`config.mk`:
```
export PLATFORM = sky130hd
export DESIGN_NAME = score_timer_bcd
export DESIGN_NICKNAME = d
export VERILOG_FILES = /design/src/rtl/score_timer_bcd_pkg.sv /design/src/rtl/score_timer_bcd_counter.sv /design/src/rtl/score_timer_bcd.sv
export SDC_FILE = /design/constraint.sdc
export NUM_CORES = 1
export LEC_CHECK = 0
export CORE_MARGIN = 4
export CORE_UTILIZATION = 55
export DETAILED_ROUTE_END_ITERATION = 7
export PLACE_DENSITY = 0.79
export SYNTH_ARGS = -nofsm -noshare
export SYNTH_HDL_FRONTEND = slang
export SYNTH_HIERARCHICAL = 1
export SYNTH_SLANG_ARGS = --single-unit
```
`constraint.sdc`:
```
create_clock -name master_clk -period 4.5 [get_ports master_clk]
set_input_delay 0.675 -clock master_clk [delete_from_list [all_inputs] [get_ports master_clk]]
set_output_delay 0.675 -clock master_clk [all_outputs]
set_load 0.05 [all_outputs]
```
`src/rtl/score_timer_bcd_pkg.sv`:
```
// Shared types, constants and BCD helpers for the whack-a-mole score/timer block.
package score_timer_bcd_pkg;

  // Game sequencing states; 2'b11 is unused and recovers to ST_IDLE.
  typedef enum logic [1:0] {
    ST_IDLE = 2'b00,
    ST_RUN  = 2'b01,
    ST_OVER = 2'b10
  } state_e;

  localparam logic [3:0] BCD_MAX_DIGIT = 4'd9;
  localparam logic [3:0] BCD_MIN_DIGIT = 4'd0;

  // Two-digit BCD value, tens in the upper nibble.
  typedef struct packed {
    logic [3:0] tens;
    logic [3:0] ones;
  } bcd2_t;

  localparam bcd2_t BCD2_ZERO = '{tens: 4'd0, ones: 4'd0};
  localparam bcd2_t BCD2_ONE  = '{tens: 4'd0, ones: 4'd1};
  localparam bcd2_t BCD2_MAX  = '{tens: 4'd9, ones: 4'd9};

  // Convert a seconds count (1..99) to a BCD pair at elaboration time.
  function automatic bcd2_t secs_to_bcd2(input int unsigned secs);
    bcd2_t       r;
    int unsigned t;
    int unsigned o;
    t      = (secs / 32'd10) % 32'd10;
    o      = secs % 32'd10;
    r.tens = t[3:0];
    r.ones = o[3:0];
    return r;
  endfunction

  // True when both nibbles hold a legal decimal digit.
  function automatic logic bcd2_is_valid(input bcd2_t v);
    return (v.tens <= BCD_MAX_DIGIT) && (v.ones <= BCD_MAX_DIGIT);
  endfunction

  // BCD increment that holds at 99; ones wrap 9 -> 0 carrying into tens.
  function automatic bcd2_t bcd2_inc_sat(input bcd2_t v);
    bcd2_t r;
    r = v;
    if (v == BCD2_MAX) begin
      r = BCD2_MAX;
    end else if (v.ones == BCD_MAX_DIGIT) begin
      r.ones = BCD_MIN_DIGIT;
      r.tens = v.tens + 4'd1;
    end else begin
      r.ones = v.ones + 4'd1;
    end
    return r;
  endfunction

  // BCD decrement that holds at 00; ones wrap 0 -> 9 borrowing from tens.
  function automatic bcd2_t bcd2_dec_floor(input bcd2_t v);
    bcd2_t r;
    r = v;
    if (v == BCD2_ZERO) begin
      r = BCD2_ZERO;
    end else if (v.ones == BCD_MIN_DIGIT) begin
      r.ones = BCD_MAX_DIGIT;
      r.tens = v.tens - 4'd1;
    end else begin
      r.ones = v.ones - 4'd1;
    end
    return r;
  endfunction

endpackage

```
`src/rtl/score_timer_bcd_counter.sv`:
```
// Two-digit BCD counter: clear, load, saturating increment, floored decrement.
// Used once as the countdown timer and once as the hit score.
module bcd2_counter
  import score_timer_bcd_pkg::*;
#(
  parameter bcd2_t RESET_VAL = BCD2_ZERO
) (
  input  logic       master_clk,
  input  logic       rst,
  input  logic       clr,
  input  logic       load,
  input  logic [3:0] load_tens,
  input  logic [3:0] load_ones,
  input  logic       inc,
  input  logic       dec,
  output logic [3:0] tens,
  output logic [3:0] ones
);

  bcd2_t value_q;
  bcd2_t value_d;
  bcd2_t load_val_s;

  assign load_val_s = '{tens: load_tens, ones: load_ones};

  // Next value: clear beats load beats counting; inc and dec together cancel.
  always_comb begin
    value_d = value_q;
    if (clr) begin
      value_d = BCD2_ZERO;
    end else if (load) begin
      value_d = load_val_s;
    end else if (!bcd2_is_valid(value_q)) begin
      value_d = RESET_VAL;
    end else if (inc && !dec) begin
      value_d = bcd2_inc_sat(value_q);
    end else if (dec && !inc) begin
      value_d = bcd2_dec_floor(value_q);
    end else begin
      value_d = value_q;
    end
  end

  // Counter register, asynchronously forced to its reset value.
  always_ff @(posedge master_clk or negedge rst) begin
    if (!rst) begin
      value_q <= RESET_VAL;
    end else begin
      value_q <= value_d;
    end
  end

  assign tens = value_q.tens;
  assign ones = value_q.ones;

endmodule

```
`src/rtl/score_timer_bcd.sv`:
```
// Whack-a-mole game state: BCD countdown (digits 1-2) and BCD score (digits 3-4),
// sequenced IDLE -> RUN -> OVER. All outputs come straight from flops.
module score_timer_bcd
  import score_timer_bcd_pkg::*;
#(
  parameter int unsigned GAME_SECONDS = 60
) (
  input  logic       master_clk,
  input  logic       rst,
  input  logic       tick_1hz,
  input  logic       start,
  input  logic       hit,
  output logic [3:0] digit_1,
  output logic [3:0] digit_2,
  output logic [3:0] digit_3,
  output logic [3:0] digit_4,
  output logic       running,
  output logic       game_over
);

  localparam bcd2_t GAME_BCD = secs_to_bcd2(GAME_SECONDS);

  state_e     state_q;
  state_e     state_d;
  logic       running_q;
  logic       running_d;
  logic       game_over_q;
  logic       game_over_d;

  logic       start_game_s;
  logic       time_dec_s;
  logic       score_inc_s;
  logic [3:0] time_tens_s;
  logic [3:0] time_ones_s;
  logic [3:0] score_tens_s;
  logic [3:0] score_ones_s;
  bcd2_t      time_val_s;

  assign time_val_s = '{tens: time_tens_s, ones: time_ones_s};

  // Next-state and counter control decode; start is only honoured outside RUN.
  always_comb begin
    state_d      = state_q;
    start_game_s = 1'b0;
    time_dec_s   = 1'b0;
    score_inc_s  = 1'b0;
    case (state_q)
      ST_IDLE, ST_OVER: begin
        if (start) begin
          start_game_s = 1'b1;
          state_d      = ST_RUN;
        end else begin
          state_d      = state_q;
        end
      end
      ST_RUN: begin
        time_dec_s  = tick_1hz;
        score_inc_s = hit;
        if (tick_1hz && (time_val_s == BCD2_ONE)) begin
          state_d = ST_OVER;
        end else begin
          state_d = ST_RUN;
        end
      end
      default: begin
        state_d = ST_IDLE;
      end
    endcase
    running_d   = (state_d == ST_RUN);
    game_over_d = (state_d == ST_OVER);
  end

  // State and status flags registered together so they change on the same edge.
  always_ff @(posedge master_clk or negedge rst) begin
    if (!rst) begin
      state_q     <= ST_IDLE;
      running_q   <= 1'b0;
      game_over_q <= 1'b0;
    end else begin
      state_q     <= state_d;
      running_q   <= running_d;
      game_over_q <= game_over_d;
    end
  end

  bcd2_counter #(
    .RESET_VAL (GAME_BCD)
  ) u_timer (
    .master_clk (master_clk),
    .rst        (rst),
    .clr        (1'b0),
    .load       (start_game_s),
    .load_tens  (GAME_BCD.tens),
    .load_ones  (GAME_BCD.ones),
    .inc        (1'b0),
    .dec        (time_dec_s),
    .tens       (time_tens_s),
    .ones       (time_ones_s)
  );

  bcd2_counter #(
    .RESET_VAL (BCD2_ZERO)
  ) u_score (
    .master_clk (master_clk),
    .rst        (rst),
    .clr        (start_game_s),
    .load       (1'b0),
    .load_tens  (4'd0),
    .load_ones  (4'd0),
    .inc        (score_inc_s),
    .dec        (1'b0),
    .tens       (score_tens_s),
    .ones       (score_ones_s)
  );

  assign digit_1   = time_tens_s;
  assign digit_2   = time_ones_s;
  assign digit_3   = score_tens_s;
  assign digit_4   = score_ones_s;
  assign running   = running_q;
  assign game_over = game_over_q;

endmodule

```
==> summary.txt, run 1 <==
Timing
  – Crit share post-route: 0.5829
  – Setup skew after layout: 0.01359 ns
  – RSZ-0062 raised after global routing: false
  – Final setup violation count: 0
  – Slew @ Worst Pin: 0.8765 ns
  – Min Hold Slack: 0.5236 ns
  – Total Negative Setup Slacks: 0 ns
  – Peak Freq: 381.2 MHz
  – Hold violation count in the final report: 0
  – Final Slew Violations: 0
  – Slew Limit Headroom: 0.4138
  – Post-route minimum period: 2.623 ns

Setup path
  – Critical path start-end classification: reg2out
  – Required time worst endpoint: 3.83 ns
  – Critical Path Max Stage Delay: 0.91 ns
  – Cell Chain, Critical Path: clkdlybuf4s50_1
  – Worst endpoint data arrival time: 1.95 ns
  – Kind of launch point of the worst setup path: flop
  – Critical path capture point type: output port
  – Buf+Inv Stages, Crit Path: 1
  – Largest driver fanout on the critical path: 17
  – Top Family by Delay on Critical Path: buffers and inverters
  – Highest-delay cell along the critical path: sky130_fd_sc_hd__clkdlybuf4s50_1

Status
  – Result of the run: finished clean

Clocking
  – Library cell used as clock root buffer: sky130_fd_sc_hd__clkbuf_4
  – Cts bufs inserted: 3
  – Worst-path clk slew: 0.13 ns
  – Number of hold-repair buffers added at the cts stage: 0
  – Number of cells upsized or downsized after cts: 0
  – Clk_lat worst skew: 0.32 ns
  – Clk buf depth: 2
  – Setup bufs post-CTS: 0
  – Clock net sink count: 20
  – H-tree level count: 1
  – CTS tree: yes

Die
  – Placement row count: 21
  – Chip Width: just under 70 µm
  – Die Ht: 67.78 µm
  – Starting Density: 0.5799
  – Core region area: 0.003390 mm²
  – Die ar.: 0.004594 mm²
  – Number of placed I/O pins: 23

Drt
  – Total wire length after detailed routing: 4.648 mm
  – Wire length per cell after detailed routing: 14.35 µm
  – Via count: ~1900
  – Antenna Nets Post-Route: 0
  – Routed via count divided by cell count: 5.997
  – Number of detailed-route iterations in the first pass: 4
  – Drt initial violations: 199
  – Remaining design rule violation count: 0

Synth
  – Yosys warnings: 6
  – Share of flip-flops with an asynchronous set or reset: 1.000
  – Cell count after synthesis: 242
  – Mean area per synthesized cell: 8.122 µm²
  – Cell variety after synth: 64
  – Number of enable-type register cells in the synthesized netlist: 0
  – Top FF cell, synth: sky130_fd_sc_hd__dfrtp_1
  – Main area contributors after synthesis: sky130_fd_sc_hd__dfrtp_1 (23%), sky130_fd_sc_hd__ha_1 (4.5%), sky130_fd_sc_hd__a21oi_1 (4.1%)
  – Netlist Area Pre-Place: 0.001966 mm²
  – Flip-flop and latch count after synthesis: 20
  – Share of the yosys chip area belonging to registers: 0.2559
  – Proportion of netlist area held by the largest area contributor: 0.2292
  – Largest area contributor in the netlist: sky130_fd_sc_hd__dfrtp_1

Global route
  – Tot GR Track Use: 0.2137
  – Largest net degree at the start of global routing: 22
  – First-pass GRT wire length: 7.659 mm
  – Initial antenna violation count: 0
  – Via count of the first global-routing pass: between 1500 and 2000
  – Congestion Overflow GR: 0

Placement
  – Final estimated routing congestion in global placement: a little under 0.8
  – Post-DP HPWL: 3.157 mm
  – Count of buffers from port buffering: 22

Power
  – Areal power density over the cells: a little under 800 mW/mm²
  – Standby leakage power: 0.9046 nW
  – Maximum vdd drop: 0.0005109 V

Finish
  – Layout Utilization: 0.6774
  – Diodes inserted: 0
  – Area Growth Syn to Fin: 16.80%
  – Layout net count: 291
  – Layout cells sized above 1: 0.07914
  – Commonest non-fill, non-tap cell in the layout: sky130_fd_sc_hd__conb_1
  – Leading cell types in the layout, fill and taps excluded: sky130_fd_sc_hd__conb_1 (31), sky130_fd_sc_hd__clkdlybuf4s50_1 (22), sky130_fd_sc_hd__nor2_1 (19), sky130_fd_sc_hd__nand2_1 (19), sky130_fd_sc_hd__dfrtp_1 (18)

Flow run
  – Max-cap violation count: 0

Hold path
  – Class of the tightest hold or removal check: reg2reg
==> stage by stage <==
stage,instance area (µm²),power (mW),instances,setup slack [ns]
finish,2296,1.799,324,1.877
global route,2296,1.937,324,1.779
CTS,2296,1.778,324,1.868
detailed placement,2243,1.618,320,1.719
global placement,2243,1.605,320,1.779
floorplan,2074,1.373,271,2.356
==> where the power goes <==
part	internal (mW)	total, mW	switching (mW)
logic	0.455	1.18	0.721
clock network	0.0902	0.152	0.0619
registers	0.259	0.470	0.211
total	0.805	1.80	0.994
==> logic make-up after synthesis <==
| group | count (synthesis) | synth area share |
|---|---|---|
| AOI/OAI and AO/OA | 83 | 0.3106 |
| DFF | 20 | 0.2559 |
| and+or+nand+nor | 99 | 0.2985 |
| muxes | 2 | 0.01019 |
| buffers and inverters | 29 | 0.07638 |
| other | 2 | 0.003821 |
| adders and majority gates | 7 | 0.04456 |
==> cells in the mapped netlist (all sizes together), types with 2 or more instances <==
cell type / n
nor3b: 3
nand3b: 2
nand2b: 8
a221oi: 5
a211oi: 5
inv: 9
o311ai: 4
o22ai: 2
o211ai: 3
and4b: 2
mux2i: 2
dfrtp: 18
nand3: 7
or4b: 3
nor3: 7
nor2: 19
a31oi: 3
clkbuf: 13
o21ai: 20
nand4: 3
a311oi: 3
or4: 4
dfstp: 2
nor4: 3
or2: 2
a22oi: 4
nor4b: 3
or3: 2
nor2b: 6
nand2: 19
ha: 7
o21bai: 4
buf: 7
a22o: 2
conb: 2
a21oi: 16
nand4b: 2
==> state kept, by name (all words and copies together) (netlist names) <==
signal and count:
u_score/tens 4, running 1, u_score/ones 4, u_timer/ones 4, u_timer/tens 4, state_q 2, game_over 1
==> final cells by class <==
type	instances	area, µm²
multi-input combinational	222	1421
fill	281	1094
sequential	20	503.0
timing repair buffer	23	227.7
tap	46	57.56
inverter	9	33.78
clock inverter	1	30.03
clock buffer	3	22.52
==> per-layer routing <==
metal  routed length (µm)  vias up  part of all wire  GRT usage
met4                   24        0            0.0052    0.02978
li1                     -      961                 -          -
met1                 2336      919              0.50     0.3367
met3                  281        5             0.060    0.04160
met5                    0        -                 0          0
met2                 2006       58              0.43     0.3026
==> worst paths after layout <==
kind	from	to	slack (ns)	cells after the start
setup / recovery	u_timer/ones[0]	digit_2[0]	1.88	1
hold / removal	u_timer/tens[1]	u_timer/tens[1]	0.52	2
setup reg to reg	state_q[0]	u_score/tens[2]	2.16	7
hold reg to reg	u_timer/tens[1]	u_timer/tens[1]	0.52	2
max in group asynchronous	rst	u_score/tens[1]	3.12	1
min in group asynchronous	rst	running	0.83	1
Power figures use the tool's default switching activity.
==> run 2: changes to the inputs <==
--- a/config.mk
+++ b/config.mk
@@ -6,9 +6,9 @@
 export NUM_CORES = 1
 export LEC_CHECK = 0
 export CORE_MARGIN = 4
-export CORE_UTILIZATION = 55
+export CORE_UTILIZATION = 51
 export DETAILED_ROUTE_END_ITERATION = 7
-export PLACE_DENSITY = 0.79
+export PLACE_DENSITY = 0.77
 export SYNTH_ARGS = -nofsm -noshare
 export SYNTH_HDL_FRONTEND = slang
 export SYNTH_HIERARCHICAL = 1
==> constraint.sdc (replaced) <==
create_clock -name master_clk -period 2.2 [get_ports master_clk]
set_input_delay 0.33 -clock master_clk [delete_from_list [all_inputs] [get_ports master_clk]]
set_output_delay 0.33 -clock master_clk [all_outputs]
set_load 0.05 [all_outputs]
==> summary.txt, run 2 (synthesized netlist as in run 1, its figures left out) <==
Drt
  – Drt initial violations: 229 (was 199)
  – Routed via count divided by cell count: 5.761 (was 5.997)
  – Via count: 2005 (was 1943)
  – Wire length per cell after detailed routing: 14.60 µm (was 14.35 µm)
  – Wire length on met2: 2.466 mm (was 2.006 mm)
  – Number of detailed-route iterations in the first pass: 4 (unchanged)
  – Antenna Nets Post-Route: 0 (unchanged)
  – Total wire length after detailed routing: 5.081 mm (was 4.648 mm)
  – Remaining design rule violation count: 0 (unchanged)
  – Wire length on met3: 265 µm (was 281 µm)
  – Sum of routed wire segments on met1: 2.285 mm (was 2.336 mm)
  – Top metal layer carrying routed signals: met4 (unchanged)

Timing
  – Post-route minimum period: 2.067 ns
  – RSZ-0062 raised after global routing: false (unchanged)
  – Hold violation count in the final report: 0 (unchanged)
  – Slew @ Worst Pin: 0.6191 ns (was 0.8765 ns)
  – Crit share post-route: 0.9394
  – Final Slew Violations: 0 (unchanged)
  – Slew Limit Headroom: 0.5873 (was 0.4138)
  – Peak Freq: 483.8 MHz
  – Setup skew after layout: 0.002575 ns (was 0.01359 ns)
  – Final setup violation count: 0 (unchanged)

Clocking
  – H-tree level count: 1 (unchanged)
  – Number of hold-repair buffers added at the cts stage: 0 (unchanged)
  – Clock net sink count: 20 (unchanged)
  – Clk buf depth: 2 (unchanged)
  – Library cell used as clock root buffer: sky130_fd_sc_hd__clkbuf_8 (was sky130_fd_sc_hd__clkbuf_4)
  – Setup bufs post-CTS: 0 (unchanged)
  – Cts bufs inserted: 3 (unchanged)
  – Number of cells upsized or downsized after cts: 0 (unchanged)
  – CTS tree: yes (unchanged)
  – Clk_lat worst skew: 0.25 ns (was 0.32 ns)
  – Worst-path clk slew: 0.07 ns (was 0.13 ns)

Power
  – Maximum vdd drop: 0.0008586 V (was 0.0005109 V)
  – Areal power density over the cells: 1576 mW/mm² (was 783.3 mW/mm²)
  – Standby leakage power: 1.014 nW (was 0.9046 nW)
  – Post-layout power: 3.868 mW (was 1.799 mW)

Setup path
  – Worst endpoint data arrival time: 1.74 ns (was 1.95 ns)
  – Critical Path Max Stage Delay: 0.89 ns (was 0.91 ns)
  – Highest-delay cell along the critical path: sky130_fd_sc_hd__clkdlybuf4s50_1 (unchanged)
  – Buf+Inv Stages, Crit Path: 1 (unchanged)
  – Largest driver fanout on the critical path: 13 (was 17)
  – Required time worst endpoint: 1.87 ns (was 3.83 ns)
  – FF-to-FF Start: u_score/tens[0] (was state_q[0])
  – Cell Chain, Critical Path: clkdlybuf4s50_1 (unchanged)
  – Top Family by Delay on Critical Path: buffers and inverters (unchanged)
  – Endpoint of the worst register-to-register path: u_score/ones[3] (was u_score/tens[2])
  – Depth of the worst register-to-register path: 6 (was 7)
  – Kind of launch point of the worst setup path: flop (unchanged)
  – Critical path capture point type: output port (unchanged)
  – R2R Setup Slk: 0.14 ns (was 2.16 ns)
  – Critical path start-end classification: reg2out (unchanged)

Hold path
  – Class of the tightest hold or removal check: in2async (was reg2reg)

Global route
  – Congestion Overflow GR: 0 (unchanged)
  – Largest net degree at the start of global routing: 21 (was 22)
  – Initial antenna violation count: 0 (unchanged)
  – Via count of the first global-routing pass: 1951 (was 1578)
  – First-pass GRT wire length: 8.983 mm (was 7.659 mm)
  – Tot GR Track Use: 0.2183 (was 0.2137)

Finish
  – Diodes inserted: 0 (unchanged)
  – Area Growth Syn to Fin: 24.82% (was 16.80%)
  – Leading cell types in the layout, fill and taps excluded: sky130_fd_sc_hd__conb_1 (31), sky130_fd_sc_hd__buf_4 (25), sky130_fd_sc_hd__clkdlybuf4s50_1 (20), sky130_fd_sc_hd__nor2_1 (19), sky130_fd_sc_hd__nand2_1 (19) (was sky130_fd_sc_hd__conb_1 (31), sky130_fd_sc_hd__clkdlybuf4s50_1 (22), sky130_fd_sc_hd__nor2_1 (19), sky130_fd_sc_hd__nand2_1 (19), sky130_fd_sc_hd__dfrtp_1 (18))
  – Layout Utilization: 0.6652 (was 0.6774)
  – Layout net count: 313 (was 291)
  – Layout cells sized above 1: 0.1533 (was 0.07914)
  – Commonest non-fill, non-tap cell in the layout: sky130_fd_sc_hd__conb_1 (unchanged)

Die
  – Chip Width: 70.08 µm (was 67.78 µm)
  – Die Ht: 70.08 µm (was 67.78 µm)
  – Core region area: 0.003689 mm² (was 0.003390 mm²)
  – Starting Density: 0.5329 (was 0.5799)
  – Placement row count: 22 (was 21)
  – Number of placed I/O pins: 23 (unchanged)
  – Die ar.: 0.004911 mm² (was 0.004594 mm²)

Placement
  – Count of buffers from port buffering: 22 (unchanged)
  – Post-DP HPWL: 3.717 mm (was 3.157 mm)
  – Final estimated routing congestion in global placement: 0.8516 (was 0.7934)

Status
  – Result of the run: finished clean (unchanged)

Flow run
  – Max-cap violation count: 0 (unchanged)
## run 2: routing by layer
layer / global-route usage / vias to the layer above
li1: - / 997
met1: 0.2882 / 934
met2: 0.3694 / 68
met3: 0.02734 / 6
met4: 0.06809 / 0
met5: 0 / -
## run 2: power breakdown
group | internal (mW) | leakage [nW] | switching, mW
Combinational | 1.11 | 0.742 | 1.77
Clock | 0.129 | 0.0228 | 0.117
Sequential | 0.536 | 0.249 | 0.206
Total | 1.78 | 1.01 | 2.09
## run 2: area by class of cell
type / count / area [µm²]
clock buffers: 4 / 45.04
repair buffers: 45 / 387.9
well taps: 48 / 60.06
multi-input cells: 222 / 1424
flip-flops and latches: 20 / 503.0
inverters: 9 / 33.78
fillers: 337 / 1235
## run 2: how the worst max path moves through the flow
stage / slack [ns] / to / cells after the start / startpoint
after global placement: 0.02 / u_score/ones[3] / 8 / hit
final: 0.13 / digit_1[3] / 1 / u_timer/tens[3]
after detailed placement: -0.02 / u_score/ones[3] / 8 / hit
after CTS: 0.08 / u_score/ones[3] / 8 / state_q[1]
after floorplan: 0.06 / u_timer/ones[0] / 7 / u_timer/ones[2]
after global routing: 0.01 / u_score/tens[3] / 9 / state_q[0]
## run 2: per-stage QoR
stage / TNS [ns] / setup WS (ns) / cell area [µm²] / hold WS (ns) / instances
final: 0 / 0.1332 / 2454 / 0.4139 / 348
after CTS: 0 / 0.07840 / 2451 / 0.4262 / 348
after global placement: 0 / 0.02410 / 2406 / 0.5057 / 344
after global routing: 0 / 0.01370 / 2454 / 0.4602 / 348
after floorplan: 0 / 0.05634 / 2074 / 0.03441 / 271
after detailed placement: -0.01790 / -0.01790 / 2406 / 0.5085 / 344
## run 2: worst reg2reg max path, stage by stage, from the launching register on
cell	delay, ns
sky130_fd_sc_hd__dfrtp_1	0.41
sky130_fd_sc_hd__inv_1	0.09
sky130_fd_sc_hd__ha_1	0.20
sky130_fd_sc_hd__o21bai_1	0.12
sky130_fd_sc_hd__a221oi_4	0.44
sky130_fd_sc_hd__nand3_1	0.31
sky130_fd_sc_hd__a311oi_1	0.37
==> run 3: changes to the inputs <==
--- a/config.mk
+++ b/config.mk
@@ -6,9 +6,9 @@
 export NUM_CORES = 1
 export LEC_CHECK = 0
 export CORE_MARGIN = 4
-export CORE_UTILIZATION = 51
+export CORE_UTILIZATION = 55
 export DETAILED_ROUTE_END_ITERATION = 7
-export PLACE_DENSITY = 0.77
+export PLACE_DENSITY = 0.79
 export SYNTH_ARGS = -nofsm -noshare
 export SYNTH_HDL_FRONTEND = slang
 export SYNTH_HIERARCHICAL = 1
==> constraint.sdc (replaced) <==
create_clock -name master_clk -period 2 [get_ports master_clk]
set_input_delay 0.3 -clock master_clk [delete_from_list [all_inputs] [get_ports master_clk]]
set_output_delay 0.3 -clock master_clk [all_outputs]
set_load 0.05 [all_outputs]
==> summary.txt, run 3 (synthesized netlist as in run 1, its figures left out) <==
Global route
  – Via count of the first global-routing pass: 1846 (was 1951)
  – First-pass GRT wire length: 8.728 mm (was 8.983 mm)
  – Congestion Overflow GR: 0 (unchanged)
  – Largest net degree at the start of global routing: 21 (unchanged)
  – Tot GR Track Use: 0.2471 (was 0.2183)
  – Initial antenna violation count: 0 (unchanged)

Timing
  – Peak Freq: 510.3 MHz
  – Slew Limit Headroom: 0.5850 (was 0.5873)
  – Final setup violation count: 0 (unchanged)
  – Setup skew after layout: 0.005940 ns (was 0.002575 ns)
  – Final Slew Violations: 0 (unchanged)
  – Total Negative Setup Slacks: 0 ns (unchanged)
  – Hold violation count in the final report: 0 (unchanged)
  – Post-route minimum period: 1.960 ns
  – Crit share post-route: 0.9798
  – Slew @ Worst Pin: 0.6224 ns (was 0.6191 ns)
  – RSZ-0062 raised after global routing: true (was false)
  – Min Hold Slack: 0.3119 ns (was 0.4139 ns)

Finish
  – Layout net count: 325 (was 313)
  – Layout cells sized above 1: 0.3045 (was 0.1533)
  – Final Instance Area: 0.002735 mm² (was 0.002454 mm²)
  – Diodes inserted: 0 (unchanged)
  – Leading cell types in the layout, fill and taps excluded: sky130_fd_sc_hd__buf_4 (39), sky130_fd_sc_hd__conb_1 (31), sky130_fd_sc_hd__nand2_1 (19), sky130_fd_sc_hd__nor2_1 (18), sky130_fd_sc_hd__a21oi_1 (15) (was sky130_fd_sc_hd__conb_1 (31), sky130_fd_sc_hd__buf_4 (25), sky130_fd_sc_hd__clkdlybuf4s50_1 (20), sky130_fd_sc_hd__nor2_1 (19), sky130_fd_sc_hd__nand2_1 (19))
  – Area Growth Syn to Fin: 39.15% (was 24.82%)
  – Count of non-filler cells in the finished layout: 358 (was 348)
  – Commonest non-fill, non-tap cell in the layout: sky130_fd_sc_hd__buf_4 (was sky130_fd_sc_hd__conb_1)

Clocking
  – CTS tree: yes (unchanged)
  – Number of hold-repair buffers added at the cts stage: 0 (unchanged)
  – Worst-path clk slew: 0.11 ns (was 0.07 ns)
  – Clock net sink count: 20 (unchanged)
  – Cts bufs inserted: 3 (unchanged)
  – Clk buf depth: 2 (unchanged)
  – H-tree level count: 1 (unchanged)
  – Clk_lat worst skew: 0.31 ns (was 0.25 ns)
  – Library cell used as clock root buffer: sky130_fd_sc_hd__clkbuf_4 (was sky130_fd_sc_hd__clkbuf_8)

Setup path
  – Critical path start-end classification: reg2reg (was reg2out)
  – Kind of launch point of the worst setup path: flop (unchanged)
  – Required time worst endpoint: 2.22 ns (was 1.87 ns)
  – FF-to-FF Start: state_q[1] (was u_score/tens[0])
  – R2R Setup Slk: 0.04 ns (was 0.14 ns)
  – Endpoint of the worst register-to-register path: u_timer/tens[3] (was u_score/ones[3])
  – Timing endpoint of the critical path: u_timer/tens[3] (was digit_1[3])
  – Largest driver fanout on the critical path: 3 (was 13)
  – Depth of the worst register-to-register path: 8 (was 6)
  – First element of the critical path: state_q[1] (was u_timer/tens[3])
  – Worst endpoint data arrival time: 2.18 ns (was 1.74 ns)
  – Critical path capture point type: flop (was output port)

Die
  – Placement row count: 21 (was 22)
  – Starting Density: 0.5799 (was 0.5329)
  – Core region area: 0.003390 mm² (was 0.003689 mm²)
  – Die Ht: 67.78 µm (was 70.08 µm)
  – Die ar.: 0.004594 mm² (was 0.004911 mm²)
  – Number of placed I/O pins: 23 (unchanged)
  – Chip Width: 67.78 µm (was 70.08 µm)

Drt
  – Drt initial violations: 253 (was 229)
  – Antenna Nets Post-Route: 0 (unchanged)
  – Routed via count divided by cell count: 6.047 (was 5.761)
  – Wire length per cell after detailed routing: 15.73 µm (was 14.60 µm)
  – Via count: 2165 (was 2005)
  – Remaining design rule violation count: 0 (unchanged)
  – Number of detailed-route iterations in the first pass: 5 (was 4)
  – Total wire length after detailed routing: 5.631 mm (was 5.081 mm)

Status
  – Result of the run: finished clean (unchanged)

Hold path
  – Class of the tightest hold or removal check: in2async (unchanged)

Power
  – Post-layout power: 4.922 mW (was 3.868 mW)
  – Switching power share of the total: 0.5171 (was 0.5409)
  – Seq pwr share: 0.169 (was 0.192)
  – Combinational group share of total power: 0.763 (was 0.745)
  – P_sw: 2.546 mW (was 2.092 mW)
  – Areal power density over the cells: 1800 mW/mm² (was 1576 mW/mm²)
  – Internal power contribution: 2.377 mW (was 1.776 mW)
  – Clk pwr share: 0.068 (was 0.063)
  – Standby leakage power: 1.211 nW (was 1.014 nW)
  – Maximum vdd drop: 0.001117 V (was 0.0008586 V)

Placement
  – Count of buffers from port buffering: 22 (unchanged)
  – Final estimated routing congestion in global placement: 0.8915 (was 0.8516)
  – Cell Count Post-Placement: 346 (was 344)
  – Post-placement cell area: 0.002441 mm² (was 0.002406 mm²)
  – Post-DP HPWL: 3.810 mm (was 3.717 mm)

Flow run
  – Max-cap violation count: 0 (unchanged)
run 3: critical path, stage by stage (launching register included):
cell	delay, ns
sky130_fd_sc_hd__dfrtp_1	0.42
sky130_fd_sc_hd__buf_6	0.13
sky130_fd_sc_hd__nand2b_4	0.15
sky130_fd_sc_hd__nor2_4	0.09
sky130_fd_sc_hd__or4b_4	0.48
sky130_fd_sc_hd__a21oi_4	0.18
sky130_fd_sc_hd__nand2b_4	0.16
sky130_fd_sc_hd__nor2_1	0.04
sky130_fd_sc_hd__a311oi_1	0.21
run 3: final cells by class:
cell class / instances / area, µm²
clock buffers: 3 / 22.52
clock inverters: 1 / 30.03
fillers: 211 / 654.4
inverters: 9 / 33.78
multi-input cells: 222 / 1569
flip-flops and latches: 20 / 514.2
well taps: 46 / 57.56
repair buffers: 57 / 508.0
run 3: worst min path at each step:
stage                               start         endpoint  slack, ns  cells past startpoint
after global routing                  rst          running       0.31                      2
after CTS                             rst          running       0.32                      2
final                                 rst          running       0.31                      2
after global placement    u_timer/tens[1]  u_timer/tens[1]       0.50                      2
after detailed placement  u_timer/tens[1]  u_timer/tens[1]       0.51                      2
after floorplan                       rst        game_over      0.004                      0
run 3: what timing repair did:
action	CTS	global route
endpoints found under the setup margin	9	21
pin swaps	2	15
gates resized for setup	6	33
endpoints found under the hold margin	0	0
buffers inserted	2	6
run 3: routing by layer:
layer  track usage  share of wire
met5             0              0
met4       0.06203          0.014
met3       0.03993          0.064
met2        0.3803           0.45
met1        0.3580           0.47
run 3: power groups by stage:
| stage | logic, mW | registers [mW] | clock network (mW) |
|---|---|---|---|
| 6_report | 3.76 | 0.832 | 0.334 |
| 5_1_grt | 4.02 | 0.863 | 0.364 |
| 4_1_cts | 3.29 | 0.822 | 0.340 |
| 3_5_place_dp | 3.22 | 0.830 | 0 |
| 3_3_place_gp | 3.18 | 0.825 | 0 |
| 2_1_floorplan | 1.78 | 1.35 | 0 |
run 3: stage by stage:
stage,worst slack (ns),utilization
after floorplan,0.004101,-
after global placement,-0.1825,0.7202
after detailed placement,-0.1947,0.7202
after CTS,-0.03962,0.7468
after global routing,-0.03858,0.8069
final,0.04047,0.8069
